## config.mk

```make
export PLATFORM = sky130hd
export DESIGN_NAME = branch_pc_unit_flat
export DESIGN_NICKNAME = d
export VERILOG_FILES = /design/src/rtl/branch_pc_unit_pkg.sv /design/src/rtl/branch_pc_unit_if.sv /design/src/rtl/branch_pc_unit_next_pc_mux.sv /design/src/rtl/branch_pc_unit.sv /design/src/flat_wrapper.sv
export SDC_FILE = /design/constraint.sdc
export NUM_CORES = 1
export LEC_CHECK = 0
export CAP_MARGIN = 20
export CORE_ASPECT_RATIO = 1.25
export CORE_UTILIZATION = 26
export DETAILED_ROUTE_END_ITERATION = 16
export GPL_TIMING_DRIVEN = 0
export SETUP_SLACK_MARGIN = 0.05
export SYNTH_ARGS = -nofsm -noshare
export SYNTH_HDL_FRONTEND = slang
export SYNTH_SLANG_ARGS = --single-unit
```

## constraint.sdc

```tcl
create_clock -name clk -period 4.91 [get_ports clk]
set_input_delay 0.982 -clock clk [delete_from_list [all_inputs] [get_ports clk]]
set_output_delay 0.982 -clock clk [all_outputs]
set_load 0.03 [all_outputs]
```

## src/rtl/branch_pc_unit_pkg.sv

```systemverilog
// Shared encodings for the ID-stage branch/PC unit: instruction classes,
// operand-hazard classes and control FSM states.
package branch_pc_unit_pkg;

  localparam logic [2:0] BR_NONE = 3'b000;
  localparam logic [2:0] BR_BEQ  = 3'b001;
  localparam logic [2:0] BR_BNE  = 3'b010;
  localparam logic [2:0] BR_J    = 3'b011;
  localparam logic [2:0] BR_JR   = 3'b100;

  localparam logic [1:0] HZ_NONE = 2'b00;
  localparam logic [1:0] HZ_ALU  = 2'b01;
  localparam logic [1:0] HZ_LOAD = 2'b10;

  localparam logic [1:0] ST_RUN   = 2'b00;
  localparam logic [1:0] ST_WAIT2 = 2'b01;
  localparam logic [1:0] ST_WAIT1 = 2'b10;

  localparam logic [31:0] RESET_PC_DEFAULT = 32'h0000_0000;

  // beq/bne/jr read register operands and so can be held back by a hazard.
  function automatic logic needs_operands(input logic [2:0] bt);
    return (bt == BR_BEQ) || (bt == BR_BNE) || (bt == BR_JR);
  endfunction

  function automatic logic is_taken(input logic [2:0] bt, input logic equal);
    return ((bt == BR_BEQ) && equal) || ((bt == BR_BNE) && !equal) ||
           (bt == BR_J) || (bt == BR_JR);
  endfunction

endpackage

```

## src/rtl/branch_pc_unit_if.sv

```systemverilog
// Control/target bus between the ID stage and the branch/PC unit.
interface branch_pc_unit_if #(
  parameter int unsigned PC_WIDTH = 32
);
  logic                equal;
  logic [2:0]          branch_type;
  logic [PC_WIDTH-1:0] branch_target;
  logic [25:0]         jump_target;
  logic [PC_WIDTH-1:0] jr_addr;
  logic [PC_WIDTH-1:0] ifid_pcplus4;
  logic [1:0]          operand_hazard;
  logic                stall_ext;
  logic [PC_WIDTH-1:0] pc;
  logic [PC_WIDTH-1:0] pcplus4;
  logic                stall_ifid;
  logic                flush_ifid;
  logic [15:0]         taken_count;

  modport master (
    output equal, branch_type, branch_target, jump_target, jr_addr,
           ifid_pcplus4, operand_hazard, stall_ext,
    input  pc, pcplus4, stall_ifid, flush_ifid, taken_count
  );

  modport slave (
    input  equal, branch_type, branch_target, jump_target, jr_addr,
           ifid_pcplus4, operand_hazard, stall_ext,
    output pc, pcplus4, stall_ifid, flush_ifid, taken_count
  );
endinterface

```

## src/rtl/branch_pc_unit_next_pc_mux.sv

```systemverilog
// Combinational next-PC selection for a resolving ID-stage instruction.
module next_pc_mux
  import branch_pc_unit_pkg::*;
#(
  parameter int unsigned PC_WIDTH = 32
) (
  input  logic                taken,
  input  logic [2:0]          branch_type,
  input  logic [PC_WIDTH-1:0] branch_target,
  input  logic [25:0]         jump_target,
  input  logic [PC_WIDTH-1:0] jr_addr,
  input  logic [PC_WIDTH-1:0] ifid_pcplus4,
  input  logic [PC_WIDTH-1:0] pcplus4,
  output logic [PC_WIDTH-1:0] next_pc
);

  always_comb begin
    next_pc = pcplus4;
    if (taken) begin
      case (branch_type)
        BR_BEQ, BR_BNE: next_pc = branch_target;
        // j keeps the region bits of the delay-slot-free PC+4 of the jump itself
        BR_J:           next_pc = {ifid_pcplus4[PC_WIDTH-1:28], jump_target, 2'b00};
        BR_JR:          next_pc = jr_addr;
        default:        next_pc = pcplus4;
      endcase
    end
  end

endmodule

```

## src/rtl/branch_pc_unit.sv

```systemverilog
// Program counter owner: resolves ID-stage branches/jumps, inserts operand-hazard
// stalls ahead of resolution and squashes the wrong-path fetch on a redirect.
module branch_pc_unit
  import branch_pc_unit_pkg::*;
#(
  parameter int unsigned         PC_WIDTH = 32,
  parameter logic [PC_WIDTH-1:0] RESET_PC = PC_WIDTH'(RESET_PC_DEFAULT)
) (
  input logic              clk,
  input logic              rst,
  branch_pc_unit_if.slave  bus
);

  logic [1:0]          state, state_nxt;
  logic [PC_WIDTH-1:0] pc_q;
  logic [PC_WIDTH-1:0] pcplus4;
  logic [PC_WIDTH-1:0] next_pc;
  logic [15:0]         taken_count_q;
  logic                hazard;
  logic                resolve;
  logic                stall;
  logic                taken;
  logic                flush;

  assign pcplus4 = pc_q + PC_WIDTH'(4);
  assign hazard  = needs_operands(bus.branch_type) && (bus.operand_hazard != HZ_NONE);
  assign taken   = is_taken(bus.branch_type, bus.equal);
  assign flush   = resolve && taken;

  // External freeze outranks the FSM; reset forces both strobes low.
  always_comb begin
    resolve   = 1'b0;
    stall     = 1'b0;
    state_nxt = state;
    if (rst) begin
      state_nxt = ST_RUN;
    end else if (bus.stall_ext) begin
      stall = 1'b1;
    end else begin
      case (state)
        ST_RUN: begin
          if (hazard) begin
            stall     = 1'b1;
            state_nxt = (bus.operand_hazard == HZ_ALU) ? ST_WAIT1 : ST_WAIT2;
          end else begin
            resolve = 1'b1;
          end
        end
        ST_WAIT2: begin
          stall     = 1'b1;
          state_nxt = ST_WAIT1;
        end
        ST_WAIT1: begin
          resolve   = 1'b1;
          state_nxt = ST_RUN;
        end
        default: state_nxt = ST_RUN;
      endcase
    end
  end

  next_pc_mux #(
    .PC_WIDTH (PC_WIDTH)
  ) u_next_pc_mux (
    .taken         (taken),
    .branch_type   (bus.branch_type),
    .branch_target (bus.branch_target),
    .jump_target   (bus.jump_target),
    .jr_addr       (bus.jr_addr),
    .ifid_pcplus4  (bus.ifid_pcplus4),
    .pcplus4       (pcplus4),
    .next_pc       (next_pc)
  );

  always_ff @(posedge clk or posedge rst) begin
    if (rst) begin
      state         <= ST_RUN;
      pc_q          <= RESET_PC;
      taken_count_q <= '0;
    end else begin
      state <= state_nxt;
      if (resolve) pc_q <= next_pc;
      if (flush) taken_count_q <= taken_count_q + 16'd1;
    end
  end

  assign bus.pc          = pc_q;
  assign bus.pcplus4     = pcplus4;
  assign bus.stall_ifid  = stall;
  assign bus.flush_ifid  = flush;
  assign bus.taken_count = taken_count_q;

endmodule
```

## src/flat_wrapper.sv

```systemverilog
// flat-port wrapper written by rule: the top's interface ports become plain ports
module branch_pc_unit_flat import branch_pc_unit_pkg::*;
#(
  parameter int unsigned         PC_WIDTH = 32,
  parameter logic [PC_WIDTH-1:0] RESET_PC = PC_WIDTH'(RESET_PC_DEFAULT)
)
  (clk, rst, bus_equal, bus_branch_type, bus_branch_target, bus_jump_target, bus_jr_addr, bus_ifid_pcplus4, bus_operand_hazard, bus_stall_ext, bus_pc, bus_pcplus4, bus_stall_ifid, bus_flush_ifid, bus_taken_count);
  branch_pc_unit_if #(.PC_WIDTH(PC_WIDTH)) bus_i ();
  input logic clk;
  input logic rst;
  input wire logic [$bits(bus_i.equal)-1:0] bus_equal;
  input wire logic [$bits(bus_i.branch_type)-1:0] bus_branch_type;
  input wire logic [$bits(bus_i.branch_target)-1:0] bus_branch_target;
  input wire logic [$bits(bus_i.jump_target)-1:0] bus_jump_target;
  input wire logic [$bits(bus_i.jr_addr)-1:0] bus_jr_addr;
  input wire logic [$bits(bus_i.ifid_pcplus4)-1:0] bus_ifid_pcplus4;
  input wire logic [$bits(bus_i.operand_hazard)-1:0] bus_operand_hazard;
  input wire logic [$bits(bus_i.stall_ext)-1:0] bus_stall_ext;
  output wire logic [$bits(bus_i.pc)-1:0] bus_pc;
  output wire logic [$bits(bus_i.pcplus4)-1:0] bus_pcplus4;
  output wire logic [$bits(bus_i.stall_ifid)-1:0] bus_stall_ifid;
  output wire logic [$bits(bus_i.flush_ifid)-1:0] bus_flush_ifid;
  output wire logic [$bits(bus_i.taken_count)-1:0] bus_taken_count;
  assign bus_i.equal = bus_equal;
  assign bus_i.branch_type = bus_branch_type;
  assign bus_i.branch_target = bus_branch_target;
  assign bus_i.jump_target = bus_jump_target;
  assign bus_i.jr_addr = bus_jr_addr;
  assign bus_i.ifid_pcplus4 = bus_ifid_pcplus4;
  assign bus_i.operand_hazard = bus_operand_hazard;
  assign bus_i.stall_ext = bus_stall_ext;
  assign bus_pc = bus_i.pc;
  assign bus_pcplus4 = bus_i.pcplus4;
  assign bus_stall_ifid = bus_i.stall_ifid;
  assign bus_flush_ifid = bus_i.flush_ifid;
  assign bus_taken_count = bus_i.taken_count;
  branch_pc_unit #(.PC_WIDTH(PC_WIDTH), .RESET_PC(RESET_PC)) u_core (.clk(clk), .rst(rst), .bus(bus_i));
endmodule
```

; Word level (Yosys, flattened, before mapping)
; Cells that the tools add are included.
[totals]
register_bits = 50
inputBits = 131
out_inout_bits = 82
elab_cells = 43
[op_classes]
addsub = 2
n_eq_ne = 9
n_mux = 15
n_reduce_logical = 14
[ops]
columns = op, count
row1 = one-hot mux 32 bit (3 select lines), 1
row2 = "adder 32 x 3 -> 32 bit, second input constant", 1
row3 = two-way mux 32 bit, 1
row4 = "adder 16 x 1 -> 16 bit, second input constant", 1
row5 = two-way mux 2 bit, 4
row6 = "== test 3 x 2 -> 1 bit, second input constant", 2
row7 = two-way mux 1 bit, 6
row8 = logical OR 1 bit, 5
row9 = "== test 2 x 1 -> 1 bit, second input constant", 2
row10 = logical AND 1 bit, 4
row11 = one-hot mux 1 bit (2 select lines), 2
row12 = one-hot mux 2 bit (2 select lines), 1
row13 = "== test 3 x 1 -> 1 bit, second input constant", 1
row14 = "== test 3 bit, second input constant", 1
row15 = "inequality test 3 x 2 -> 1 bit, second input constant", 1
row16 = "== test 2 bit, second input constant", 1
row17 = zero test 2 bit, 1
row18 = "inequality test 2 bit, second input constant", 1
row19 = AND reduction 2 bit, 1
row20 = nonzero test 2 bit, 1
row21 = OR reduction 2 bit, 1
row22 = zero test 1 bit, 1

; Depth between registers and ports, before layout
; Gate-level depths: netlist of run 1.
[logic_depth]
ltp_word = 9
mapped_depth = 8
depth_no_buf = 6

; Hierarchy
; Synthesis of run 1 repeated with hierarchy kept, for this count alone.
[hier_totals]
hier_cells = 433
area_unflattened_um2 = 4559.4
[by_module_without_submodules]
columns = mod, instances, cells_each, area_per_inst_um2, seq_area_each_um2
row1 = branch_pc_unit, 1, 241, 2715.1, 1251.2
row2 = next_pc_mux, 1, 192, 1844.3, 0.0

; Worst setup path before layout of run 1
; Ideal clock, no wire load.
[synth_timing]
path_kind = register to output
start = register u_core.pc_q[2], in the netlist u_core.bus.pc[2]
end = output bus_pcplus4[28]
arrival_ns = 2.341
t_required_ns = 3.928
slack_ns = 1.587
path_stages_with_launch = 6
n_path_buf = 0
cell_sequence = dfrtp_1 -> ha_1 -> and4_1 -> nand3_4 -> or4_4 -> xnor2_1
[synth_via]
elab_chain_len = 1
[synth_rtl]
columns = element, line
row1 = "start, declared", branch_pc_unit.sv:15  ; logic [PC_WIDTH-1:0] pc_q;
row2 = "start signal, assigned", branch_pc_unit.sv:82  ; if (resolve) pc_q <= next_pc;
row3 = adder 32 x 3 -> 32 bit, branch_pc_unit.sv:25  ; assign pcplus4 = pc_q + PC_WIDTH'(4);
row4 = "end, declared", flat_wrapper.sv:20  ; output wire logic [$bits(bus_i.pcplus4)-1:0] bus_pcplus4;
; No other way between the ends.

; Worst setup path in the final report of run 1
[layout_timing]
start = input bus_branch_type[2]
end = output bus_flush_ifid
[layout_via]
elab_chain_len = 9
word_cells_on_any_way = 17
classes_between = eq/ne: 4 / mux: 4 / reduce/logical: 9
[layout_rtl]
columns = element, line
row1 = "start, declared", flat_wrapper.sv:12  ; input wire logic [$bits(bus_i.branch_type)-1:0] bus_branch_type;
row2 = == test 3 x 1 -> 1 bit or == test 3 x 2 -> 1 bit (tied branches), "branch_pc_unit_pkg.sv:23, branch_pc_unit_pkg.sv:27"
row3 = logical OR 1 bit (2 in series), branch_pc_unit_pkg.sv:23  ; return (bt == BR_BEQ) || (bt == BR_BNE) || (bt == BR_JR);
row4 = logical AND 1 bit, branch_pc_unit.sv:26  ; assign hazard = needs_operands(bus.branch_type) && (bus.operand_hazard != HZ_NONE);
row5 = two-way mux 1 bit, branch_pc_unit.sv:42  ; if (hazard) begin
row6 = one-hot mux 1 bit (2 select lines), branch_pc_unit.sv:40  ; case (state)
row7 = two-way mux 1 bit, branch_pc_unit.sv:37  ; end else if (bus.stall_ext) begin
row8 = two-way mux 1 bit, branch_pc_unit.sv:35  ; if (rst) begin
row9 = logical AND 1 bit (*), branch_pc_unit.sv:28  ; assign flush = resolve && taken;
row10 = "end, declared", flat_wrapper.sv:22  ; output wire logic [$bits(bus_i.flush_ifid)-1:0] bus_flush_ifid;
; Every way passes the cells marked *; elsewhere a longest branch is shown, timed or not.

==> results.json, run 1 <==
{
  "post_synth.cell_area_avg_um2": 8.208,
  "drt-total-wl_um": 16150,
  "synth-edff-count": 0,
  "regToRegEndpoint": "u_core.bus.pc[24]",
  "cts_resized": 0,
  "finalCriticalPeriod_ps": 4450,
  "fp.dieArea_um2": 15780,
  "ys.flop_type": "sky130_fd_sc_hd__dfrtp_1",
  "clkTransAtPathRegs_ps": 80,
  "dr.max_layer_used": "met4",
  "gp_routability_congestion": 0.8661,
  "grt_remaining_overflow": 0,
  "power.density_cell_area_nw_per_um2": 359.4,
  "synth.distinct_cells": 59,
  "min_delay_path_depth": 1,
  "hpwl_um": 12420,
  "cp-start-kind": "primary input",
  "worst_hold_path_type": "register to register",
  "yosysSeqAreaShare": 0.3150,
  "tritoncts": "done",
  "timing.critical_path.arrival_ps": 3470,
  "area_growth_pct": 56.47,
  "final-hold-violation-count": 0,
  "layout_fillers": 1531,
  "core_um2": 14950,
  "cts_max_path_buffers": 2,
  "min_from": "u_core.bus.taken_count[15]",
  "clk-insertion-delay-late_ps": 300,
  "cts_inserted_buffers": 5,
  "netlist_area_um2": 3973,
  "setup_repair_after_global_routing_missed_its_margin": "no",
  "leakagePower_nw": 2.406,
  "cp_endpoint_kind": "output pin",
  "area_taken_by_multi_input_logic_gates_um2": 2442,
  "final_cells": 859,
  "drt.antenna.violating_nets": 0,
  "setup-violations-final": 0,
  "first_iter_violations": 281,
  "max_slew.worst_pin.slew_ps": 663.6,
  "regToRegSetupSlack_ps": 2660,
  "wl_met2_um": 8191,
  "layout.cells.most_common": "sky130_fd_sc_hd__clkdlybuf4s50_1",
  "post_place_cells": 851,
  "cts_num_sinks": 50,
  "fmaxAchievable_mhz": 224.7,
  "worstHoldEndpoint": "u_core.bus.taken_count[15]",
  "portBuffers": 184,
  "cts_hold_buf": 0,
  "post_drt_wl_per_cell_um": 18.80,
  "final.hold.worst_slack_ps": 487.0,
  "crit-reg2reg-launch": "u_core.bus.pc[2]",
  "final_max_slew_viol_count": 0,
  "die_width_um": 112.6,
  "drt_first_pass_iters": 5,
  "run_status": "complete, no violations",
  "nets_in_the_synthesized_netlist": 617,
  "wirelength_met1_um": 6432,
  "timing.slew.headroom": 0.5535,
  "finalCoreUtilization": 0.4157,
  "timing.max_cap.violations": 0,
  "worstPathRequired_ps": 3930,
  "ys_seq_elements": 50,
  "antenna_found_initial": 0,
  "final_min_period_over_clock_period": 0.9063,
  "route.vias.total": 4529,
  "worstRegToRegCells": 6,
  "synth_cells": 484,
  "grt_start_max_net_pins": 29,
  "gr-usage-all-layers": 0.2037,
  "antenna_diode_count": 0,
  "postSynth.asyncResetShare": 1.000,
  "drc": 0,
  "synth-warning-count": 0,
  "drive_above_1_share": 0.07681,
  "die_height_um": 140.2,
  "vias_per_cell": 5.272,
  "floorplan.rows": 50,
  "grt_pass1_vias": 4680,
  "worstSetupPathType": "primary input to output pin",
  "h-tree-depth": 2,
  "cp_max_fo": 10,
  "ir_worst_vdd_mv": 0.2317,
  "post-cts-setup-buffers": 0,
  "clock_skew_ps": 4.556,
  "final_cell_mix": "sky130_fd_sc_hd__clkdlybuf4s50_1 (184), sky130_fd_sc_hd__o21ai_0 (62), sky130_fd_sc_hd__dfrtp_1 (50)",
  "io-pin-count": 213,
  "root_buffer": "sky130_fd_sc_hd__clkbuf_16",
  "nNetsFinal": 809,
  "seqCellArea_um2": 1251,
  "finalPower_mw": 2.234,
  "met3_length_um": 1159,
  "initial_util": 0.2657,
  "finalSetupTns_ps": 0,
  "grt_first_pass_wirelength_um": 25170
}
[layout make-up]
type | instances | share of cell area
Multi-Input combinational cell | 382 | 0.3929
Timing Repair Buffer | 185 | 0.2995
Sequential cell | 50 | 0.2013
Buffer | 43 | 0.03945
Tap cell | 182 | 0.03663
Clock buffer | 5 | 0.02013
Inverter | 9 | 0.005435
Clock inverter | 3 | 0.004630
[worst max-delay path, stage by stage]
cell	delay, ps
sky130_fd_sc_hd__clkdlybuf4s50_1	560
sky130_fd_sc_hd__nor3b_2	440
sky130_fd_sc_hd__a21o_1	160
sky130_fd_sc_hd__o211a_1	140
sky130_fd_sc_hd__buf_2	200
sky130_fd_sc_hd__buf_2	260
sky130_fd_sc_hd__clkdlybuf4s50_1	710
[Yosys cell counts (2+ instances only)]
cell                        count  area [µm²]
sky130_fd_sc_hd__ha_1           2       25.02
sky130_fd_sc_hd__a211oi_1       3       22.52
sky130_fd_sc_hd__xnor2_1       22       192.7
sky130_fd_sc_hd__a2bb2oi_1      7       61.31
sky130_fd_sc_hd__buf_6          3       33.78
sky130_fd_sc_hd__a31oi_1        2       12.51
sky130_fd_sc_hd__nor4_1        11       68.82
sky130_fd_sc_hd__o2bb2ai_1      8       70.07
sky130_fd_sc_hd__and2_1         4       25.02
sky130_fd_sc_hd__nand4_1        9       56.30
sky130_fd_sc_hd__dfrtp_1       50        1251
sky130_fd_sc_hd__xor2_1        22       192.7
sky130_fd_sc_hd__nand2b_1       2       12.51
sky130_fd_sc_hd__and4_1         9       78.83
sky130_fd_sc_hd__clkbuf_1      16       60.06
sky130_fd_sc_hd__nand3_1       21       105.1
sky130_fd_sc_hd__nor4_4         2       42.54
sky130_fd_sc_hd__a21oi_1       23       115.1
sky130_fd_sc_hd__nor3_1        11       55.05
sky130_fd_sc_hd__o21a_1         2       15.01
sky130_fd_sc_hd__buf_4          6       45.04
sky130_fd_sc_hd__nand2_1       48       180.2
sky130_fd_sc_hd__a22oi_1       37       277.8
sky130_fd_sc_hd__nor2_1        30       112.6
sky130_fd_sc_hd__buf_2         14       70.07
sky130_fd_sc_hd__mux2i_1        3       30.03
sky130_fd_sc_hd__and3_1         5       31.28
sky130_fd_sc_hd__or4_4          2       22.52
sky130_fd_sc_hd__clkbuf_8       2       27.53
sky130_fd_sc_hd__inv_1          9       33.78
sky130_fd_sc_hd__mux2_2         3       33.78
sky130_fd_sc_hd__o21ai_0       62       310.3
sky130_fd_sc_hd__o22ai_1        2       12.51
sky130_fd_sc_hd__o211ai_1       7       52.55
[registers in the layout (all words and copies together), names as in the netlist]
name	flops
u_core.state	2
u_core.bus.taken_count	16
u_core.bus.pc	32
[stage by stage]
stage | setup WS (ps) | instance area, µm²
final | 460.1 | 6216
after global routing | 328.3 | 6216
after CTS | 455.2 | 6216
after detailed placement | 463.0 | 6062
after global placement | 467.6 | 6042
after floorplan | 1587 | 3973
[per-layer routing]
layer,up-vias,track usage
met4,0,0.06386
met1,2153,0.2419
li1,2168,-
met2,189,0.3652
met5,-,0
met3,19,0.04111
[worst max path at each step]
stage / from / end / cells after the start
2_1_floorplan: u_core.bus.pc[2] / bus_pcplus4[28] / 5
3_3_place_gp: bus_branch_type[2] / bus_flush_ifid / 7
3_5_place_dp: bus_branch_type[2] / bus_flush_ifid / 7
4_1_cts: bus_branch_type[2] / bus_flush_ifid / 7
5_1_grt: bus_branch_type[2] / bus_flush_ifid / 7
6_report: bus_branch_type[2] / bus_flush_ifid / 7
[logic make-up (layout without fill, tap and decap cells)]
| family | after synthesis | after routing | synth area share |
|---|---|---|---|
| xor+xnor | 45 | 45 | 0.1011 |
| compound gates | 162 | 162 | 0.2580 |
| flops | 50 | 50 | 0.3150 |
| fa+ha+maj | 2 | 2 | 0.006298 |
| simple gates | 167 | 167 | 0.2334 |
| mux | 6 | 6 | 0.01606 |
| buf+inv | 52 | 245 | 0.07023 |
[where the power goes]
part	internal (mW)	total, mW	switching [mW]
sequential	0.499	0.633	0.134
combinational	0.528	1.22	0.690
clock	0.196	0.382	0.186
total	1.22	2.23	1.01
No activity file was read; power rests on OpenSTA's default activity.
==> inputs of run 2 (changes only) <==
- ABC_AREA: not set -> 1
==> results.json, run 2 <==
{
  "gr-usage-all-layers": 0.1951,
  "cts_resized": 0,
  "cpMaxStageDelayCell": "sky130_fd_sc_hd__clkdlybuf4s50_1",
  "timing.critical_path.cells": "clkdlybuf4s50_1 -> nor2_4 -> nand2_2 -> nand3_2 -> nand3_4 -> buf_6 -> buf_2 -> a21oi_1 -> clkdlybuf4s50_1",
  "drt_first_pass_iters": 5,
  "grt_first_pass_wirelength_um": 26680,
  "portBuffers": 183,
  "cellInternalPower_mw": 1.430,
  "antenna_diode_count": 0,
  "cp_endpoint_kind": "output pin",
  "synth_cells": 734,
  "leakagePower_nw": 3.013,
  "cp_max_fo": 10,
  "final_min_period_over_clock_period": 0.9055,
  "route.vias.total": 5245,
  "root_buffer": "sky130_fd_sc_hd__clkbuf_16",
  "synth_top_cells_by_area": "sky130_fd_sc_hd__nand2_1 (30%), sky130_fd_sc_hd__dfrtp_1 (29%), sky130_fd_sc_hd__nand3_1 (8.6%)",
  "gp_routability_congestion": 0.9134,
  "setup_repair_after_global_routing_missed_its_margin": "no",
  "area_taken_by_multi_input_logic_gates_um2": 2694,
  "fmaxAchievable_mhz": 224.9,
  "max_slew.worst_pin.slew_ps": 562.6,
  "run_status": "complete, no violations",
  "worstRegToRegCells": 8,
  "cp-start-kind": "primary input",
  "ys.flop_type": "sky130_fd_sc_hd__dfrtp_1",
  "final-hold-violation-count": 0,
  "timing.max_cap.violations": 0,
  "floorplan.rows": 52,
  "finalCriticalPeriod_ps": 4446,
  "layout.cells.most_common": "sky130_fd_sc_hd__nand2_1",
  "net-switching-power_mw": 1.419,
  "crit_path_frequent_cell": "sky130_fd_sc_hd__clkdlybuf4s50_1",
  "comb_power_share": 0.593,
  "regToRegEndpoint": "u_core.bus.pc[22]",
  "seqCellArea_um2": 1251,
  "synth-edff-count": 0,
  "worstPathRequired_ps": 3930,
  "grt_start_max_net_pins": 34,
  "ys_seq_elements": 50,
  "grt_pass1_vias": 5058,
  "first_iter_violations": 267,
  "postSynth.asyncResetShare": 1.000,
  "finalSetupTns_ps": 0,
  "timing.critical_path.arrival_ps": 3460,
  "capturing_instance_or_port_of_the_critical_path": "bus_stall_ifid",
  "hpwl_um": 13920,
  "synthTopCellsByCount": "sky130_fd_sc_hd__nand2_1 (351), sky130_fd_sc_hd__nand3_1 (75), sky130_fd_sc_hd__nor2_1 (69), sky130_fd_sc_hd__inv_1 (52), sky130_fd_sc_hd__dfrtp_1 (50)",
  "setup-violations-final": 0,
  "grt_remaining_overflow": 0,
  "seqPwrFrac": 0.285,
  "power.share.switching": 0.4981,
  "layout_fillers": 1755,
  "io-pin-count": 213,
  "cts_max_path_buffers": 2,
  "initial_util": 0.2678,
  "die_width_um": 117.8,
  "nets_in_the_synthesized_netlist": 867,
  "drt.antenna.violating_nets": 0,
  "synth.distinct_cells": 28,
  "worst_hold_path_type": "register to register",
  "netlist_area_um2": 4357,
  "finalWorstSetupSlack_ps": 463.9,
  "drive_above_1_share": 0.05514,
  "timing.slew.headroom": 0.6249,
  "vias_per_cell": 4.597,
  "placement.setup.worst_slack_ps": 472.6,
  "proportion_of_power_drawn_by_the_clock_network": 0.122,
  "synth-warning-count": 0,
  "yosysSeqAreaShare": 0.2872,
  "clkTransAtPathRegs_ps": 70,
  "core_um2": 16270,
  "area_growth_pct": 51.92,
  "fp.dieArea_um2": 17280,
  "crit-reg2reg-launch": "u_core.bus.pc[2]",
  "drc": 0,
  "drt-total-wl_um": 16840,
  "critical_path.startpoint": "bus_branch_type[1]",
  "netlist.area_leader.share": 0.3024,
  "largest_reg_flops": 32,
  "cts_inserted_buffers": 5,
  "critical_path.max_stage_delay_ps": 710,
  "power.density_cell_area_nw_per_um2": 430.4,
  "antenna_found_initial": 0,
  "cts_hold_buf": 0,
  "clk-insertion-delay-late_ps": 290,
  "nNetsFinal": 1058,
  "post-cts-setup-buffers": 0,
  "cts_num_sinks": 50,
  "synth_top_cell_by_area": "sky130_fd_sc_hd__nand2_1",
  "worstSetupPathType": "primary input to output pin",
  "synth_most_common_cell": "sky130_fd_sc_hd__nand2_1",
  "die_height_um": 146.7,
  "final_max_slew_viol_count": 0,
  "post_drt_wl_per_cell_um": 14.76,
  "final_cell_mix": "sky130_fd_sc_hd__nand2_1 (351), sky130_fd_sc_hd__clkdlybuf4s50_1 (183), sky130_fd_sc_hd__nand3_1 (75)",
  "tritoncts": "done",
  "clock_skew_ps": 4.208,
  "h-tree-depth": 2,
  "regToRegSetupSlack_ps": 2930,
  "ir_worst_vdd_mv": 0.1702,
  "post_synth.cell_area_avg_um2": 5.936
}
## run 2: per-layer routing
metal / up-vias / part of all wire / GRT usage
li1: 2711 / - / -
met1: 2361 / 0.43 / 0.2450
met2: 154 / 0.50 / 0.3444
met3: 19 / 0.050 / 0.02717
met4: 0 / 0.020 / 0.05769
met5: - / 0 / 0
## run 2: worst min-delay path by stage
| stage | slack [ps] | startpoint | cells after the start | endpoint |
|---|---|---|---|---|
| after detailed placement | 520 | u_core.bus.taken_count[15] | 2 | u_core.bus.taken_count[15] |
| after floorplan | 530 | u_core.state[0] | 2 | u_core.state[0] |
| after CTS | 540 | u_core.bus.taken_count[15] | 2 | u_core.bus.taken_count[15] |
| after global placement | 520 | u_core.bus.taken_count[15] | 2 | u_core.bus.taken_count[15] |
| after global routing | 570 | u_core.bus.pc[0] | 2 | u_core.bus.pc[0] |
| final | 520 | u_core.bus.pc[1] | 2 | u_core.bus.pc[1] |
## run 2: cells by family after synthesis
group | share of synthesized area
AND/OR/NAND/NOR | 0.5462
buffers and inverters | 0.09448
flip-flops | 0.2872
AO/OA/AOI/OAI | 0.03216
XOR/XNOR | 0.03418
adder cells (fa/ha/maj) | 0.005743
## run 2: stage by stage
step | util | cells | area [µm²] | hold WS [ps] | power [mW]
after floorplan | - | 734 | 4357 | 531.9 | 1.694
after global placement | 0.3971 | 1133 | 6459 | 516.5 | 2.497
after detailed placement | 0.3983 | 1134 | 6479 | 523.4 | 2.510
after CTS | 0.4069 | 1141 | 6619 | 543.7 | 2.864
after global routing | 0.4069 | 1141 | 6619 | 565.7 | 2.995
final | 0.4069 | 1141 | 6619 | 524.4 | 2.849
## run 2: area by class of cell
class	instances	area share
Inverter	55	0.03119
Sequential cell	50	0.1890
Clock inverter	2	0.002268
Buffer	31	0.03100
Clock buffer	5	0.01890
Tap cell	216	0.04083
Multi-Input combinational cell	598	0.4070
Timing Repair Buffer	184	0.2798
## run 2: power groups by stage
stage	registers, mW	logic, mW	clock network [mW]
2_1_floorplan	1.00	0.693	0
3_3_place_gp	0.814	1.68	0
3_5_place_dp	0.815	1.70	0
4_1_cts	0.810	1.70	0.357
5_1_grt	0.836	1.79	0.367
6_report	0.812	1.69	0.348
## run 2: worst max-delay path, delay by kind of cell
kind | cells | cell delay (ps)
buffers and inverters | 4 | 1620
AND/OR/NAND/NOR | 4 | 640
AO/OA/AOI/OAI | 1 | 220
==> inputs of run 3 (changes only) <==
- SLEW_MARGIN: not set -> 20
==> results.json, run 3 (synthesized netlist as in run 2, its figures left out) <==
{
  "critical_path.max_stage_delay_ps": 710,
  "route.vias.total": 5304,
  "min_delay_path_depth": 2,
  "comb_power_share": 0.569,
  "timing.critical_path.cells": "clkdlybuf4s50_1 -> nor2_4 -> nand2_2 -> nand3_2 -> nand3_4 -> buf_6 -> buf_2 -> a21oi_1 -> clkdlybuf4s50_1",
  "fp.dieArea_um2": 17280,
  "die_height_um": 146.7,
  "timing.critical_path.arrival_ps": 3460,
  "net-switching-power_mw": 1.421,
  "nNetsFinal": 1057,
  "post_drt_wl_per_cell_um": 14.83,
  "final_max_slew_viol_count": 0,
  "critical_path.startpoint": "bus_branch_type[1]",
  "ir_worst_vdd_mv": 0.1731,
  "layout.cells.most_common": "sky130_fd_sc_hd__nand2_1",
  "leakagePower_nw": 3.039,
  "critical_path_depth": 9,
  "setup_repair_after_global_routing_missed_its_margin": "no",
  "worstRegToRegCells": 8,
  "max_slew.worst_pin.slew_ps": 681.0,
  "worstSetupPathType": "primary input to output pin",
  "grt_first_pass_wirelength_um": 26770,
  "seqPwrFrac": 0.273,
  "final_min_period_over_clock_period": 0.9040,
  "cp_endpoint_kind": "output pin",
  "finalPower_mw": 2.969,
  "clkTransAtPathRegs_ps": 70,
  "antenna_diode_count": 0,
  "portBuffers": 183,
  "largest_reg_flops": 32,
  "hpwl_um": 13760,
  "drt.antenna.violating_nets": 0,
  "vias_per_cell": 4.649,
  "finalSetupTns_ps": 0,
  "grt_start_max_net_pins": 53,
  "cts_max_path_buffers": 2,
  "fmaxAchievable_mhz": 225.3,
  "crit_path_frequent_cell": "sky130_fd_sc_hd__clkdlybuf4s50_1",
  "timing.max_cap.violations": 0,
  "cp_max_fo": 10,
  "drive_above_1_share": 0.05514,
  "worst_hold_path_type": "register to register",
  "post-cts-setup-buffers": 0,
  "core_um2": 16270,
  "worstPathRequired_ps": 3930,
  "clk-insertion-delay-late_ps": 290,
  "regToRegSetupSlack_ps": 2940,
  "gr-usage-all-layers": 0.1968,
  "first_iter_violations": 326,
  "timing.critical_path.max_delay_family": "buffers and inverters",
  "gp_routability_congestion": 0.9134,
  "setup-violations-final": 0,
  "cts_resized": 0,
  "proportion_of_power_drawn_by_the_clock_network": 0.158,
  "root_buffer": "sky130_fd_sc_hd__clkbuf_16",
  "drt_first_pass_iters": 5,
  "cp-start-kind": "primary input",
  "final_cell_mix": "sky130_fd_sc_hd__nand2_1 (351), sky130_fd_sc_hd__clkdlybuf4s50_1 (183), sky130_fd_sc_hd__nand3_1 (75)",
  "count_of_buffer_and_inverter_cells_on_the_critical_path": 4,
  "finalCriticalPeriod_ps": 4439,
  "cts_inserted_buffers": 5,
  "initial_util": 0.2678,
  "power.share.switching": 0.4786,
  "area_growth_pct": 52.87,
  "run_status": "complete, no violations",
  "drc": 0,
  "grt_remaining_overflow": 0,
  "regToRegEndpoint": "u_core.bus.pc[22]",
  "die_width_um": 117.8,
  "power.density_cell_area_nw_per_um2": 445.8,
  "cts_hold_buf": 0,
  "h-tree-depth": 2,
  "cts_num_sinks": 50,
  "capturing_instance_or_port_of_the_critical_path": "bus_stall_ifid",
  "cpMaxStageDelayCell": "sky130_fd_sc_hd__clkdlybuf4s50_1",
  "crit-reg2reg-launch": "u_core.bus.pc[2]",
  "grt_pass1_vias": 4990,
  "io-pin-count": 213,
  "antenna_found_initial": 0,
  "timing.slew.headroom": 0.5460,
  "drt-total-wl_um": 16930,
  "cellInternalPower_mw": 1.548,
  "finalCoreUtilization": 0.4095,
  "floorplan.rows": 52,
  "tritoncts": "done",
  "clock_skew_ps": 3.224,
  "final-hold-violation-count": 0
}
## run 3: how the worst min path moves through the flow
stage                                            end                        from  slack, ps
after floorplan                      u_core.state[0]             u_core.state[0]        530
after global placement    u_core.bus.taken_count[15]  u_core.bus.taken_count[15]        520
after detailed placement  u_core.bus.taken_count[15]  u_core.bus.taken_count[15]        520
after CTS                 u_core.bus.taken_count[15]  u_core.bus.taken_count[15]        540
after global routing                u_core.bus.pc[0]            u_core.bus.pc[0]        560
final                               u_core.bus.pc[1]            u_core.bus.pc[1]        530
## run 3: worst min-delay path, stage by stage, from the launching register on
cell	delay [ps]
sky130_fd_sc_hd__dfrtp_1	390
sky130_fd_sc_hd__nand2_1	70
sky130_fd_sc_hd__nand2_1	50
## run 3: power by group through the flow
stage                     logic, mW  clock network [mW]  registers [mW]
after floorplan               0.693                   0            1.00
after CTS                      1.70               0.474           0.809
final                          1.69               0.469           0.812
after global placement         1.68                   0           0.814
after detailed placement       1.69                   0           0.815
after global routing           1.79               0.487           0.838
## run 3: metal layers
layer	routed length, µm	global-route usage
met5	0	0
met4	331	0.06667
met3	945	0.02834
met2	8377	0.3474
met1	7271	0.2435
## run 3: final cells by class
type	count	area (µm²)
Sequential cell	50	1251
Multi-Input combinational cell	598	2694
Fill cell	1767	9605
Tap cell	216	270.3
Timing Repair Buffer	183	1832
Buffer	31	205.2
Clock inverter	2	60.06
Inverter	55	209.0
Clock buffer	6	138.9
## run 3: per-stage QoR
step,setup WS [ps],hold WS [ps],instances,cell area (µm²)
4_1_cts,443.7,538.8,1141,6660
6_report,471.2,529.0,1141,6660
2_1_floorplan,1538,531.9,734,4357
3_5_place_dp,462.4,519.7,1133,6461
5_1_grt,296.8,560.6,1141,6660
3_3_place_gp,470.6,516.5,1133,6459
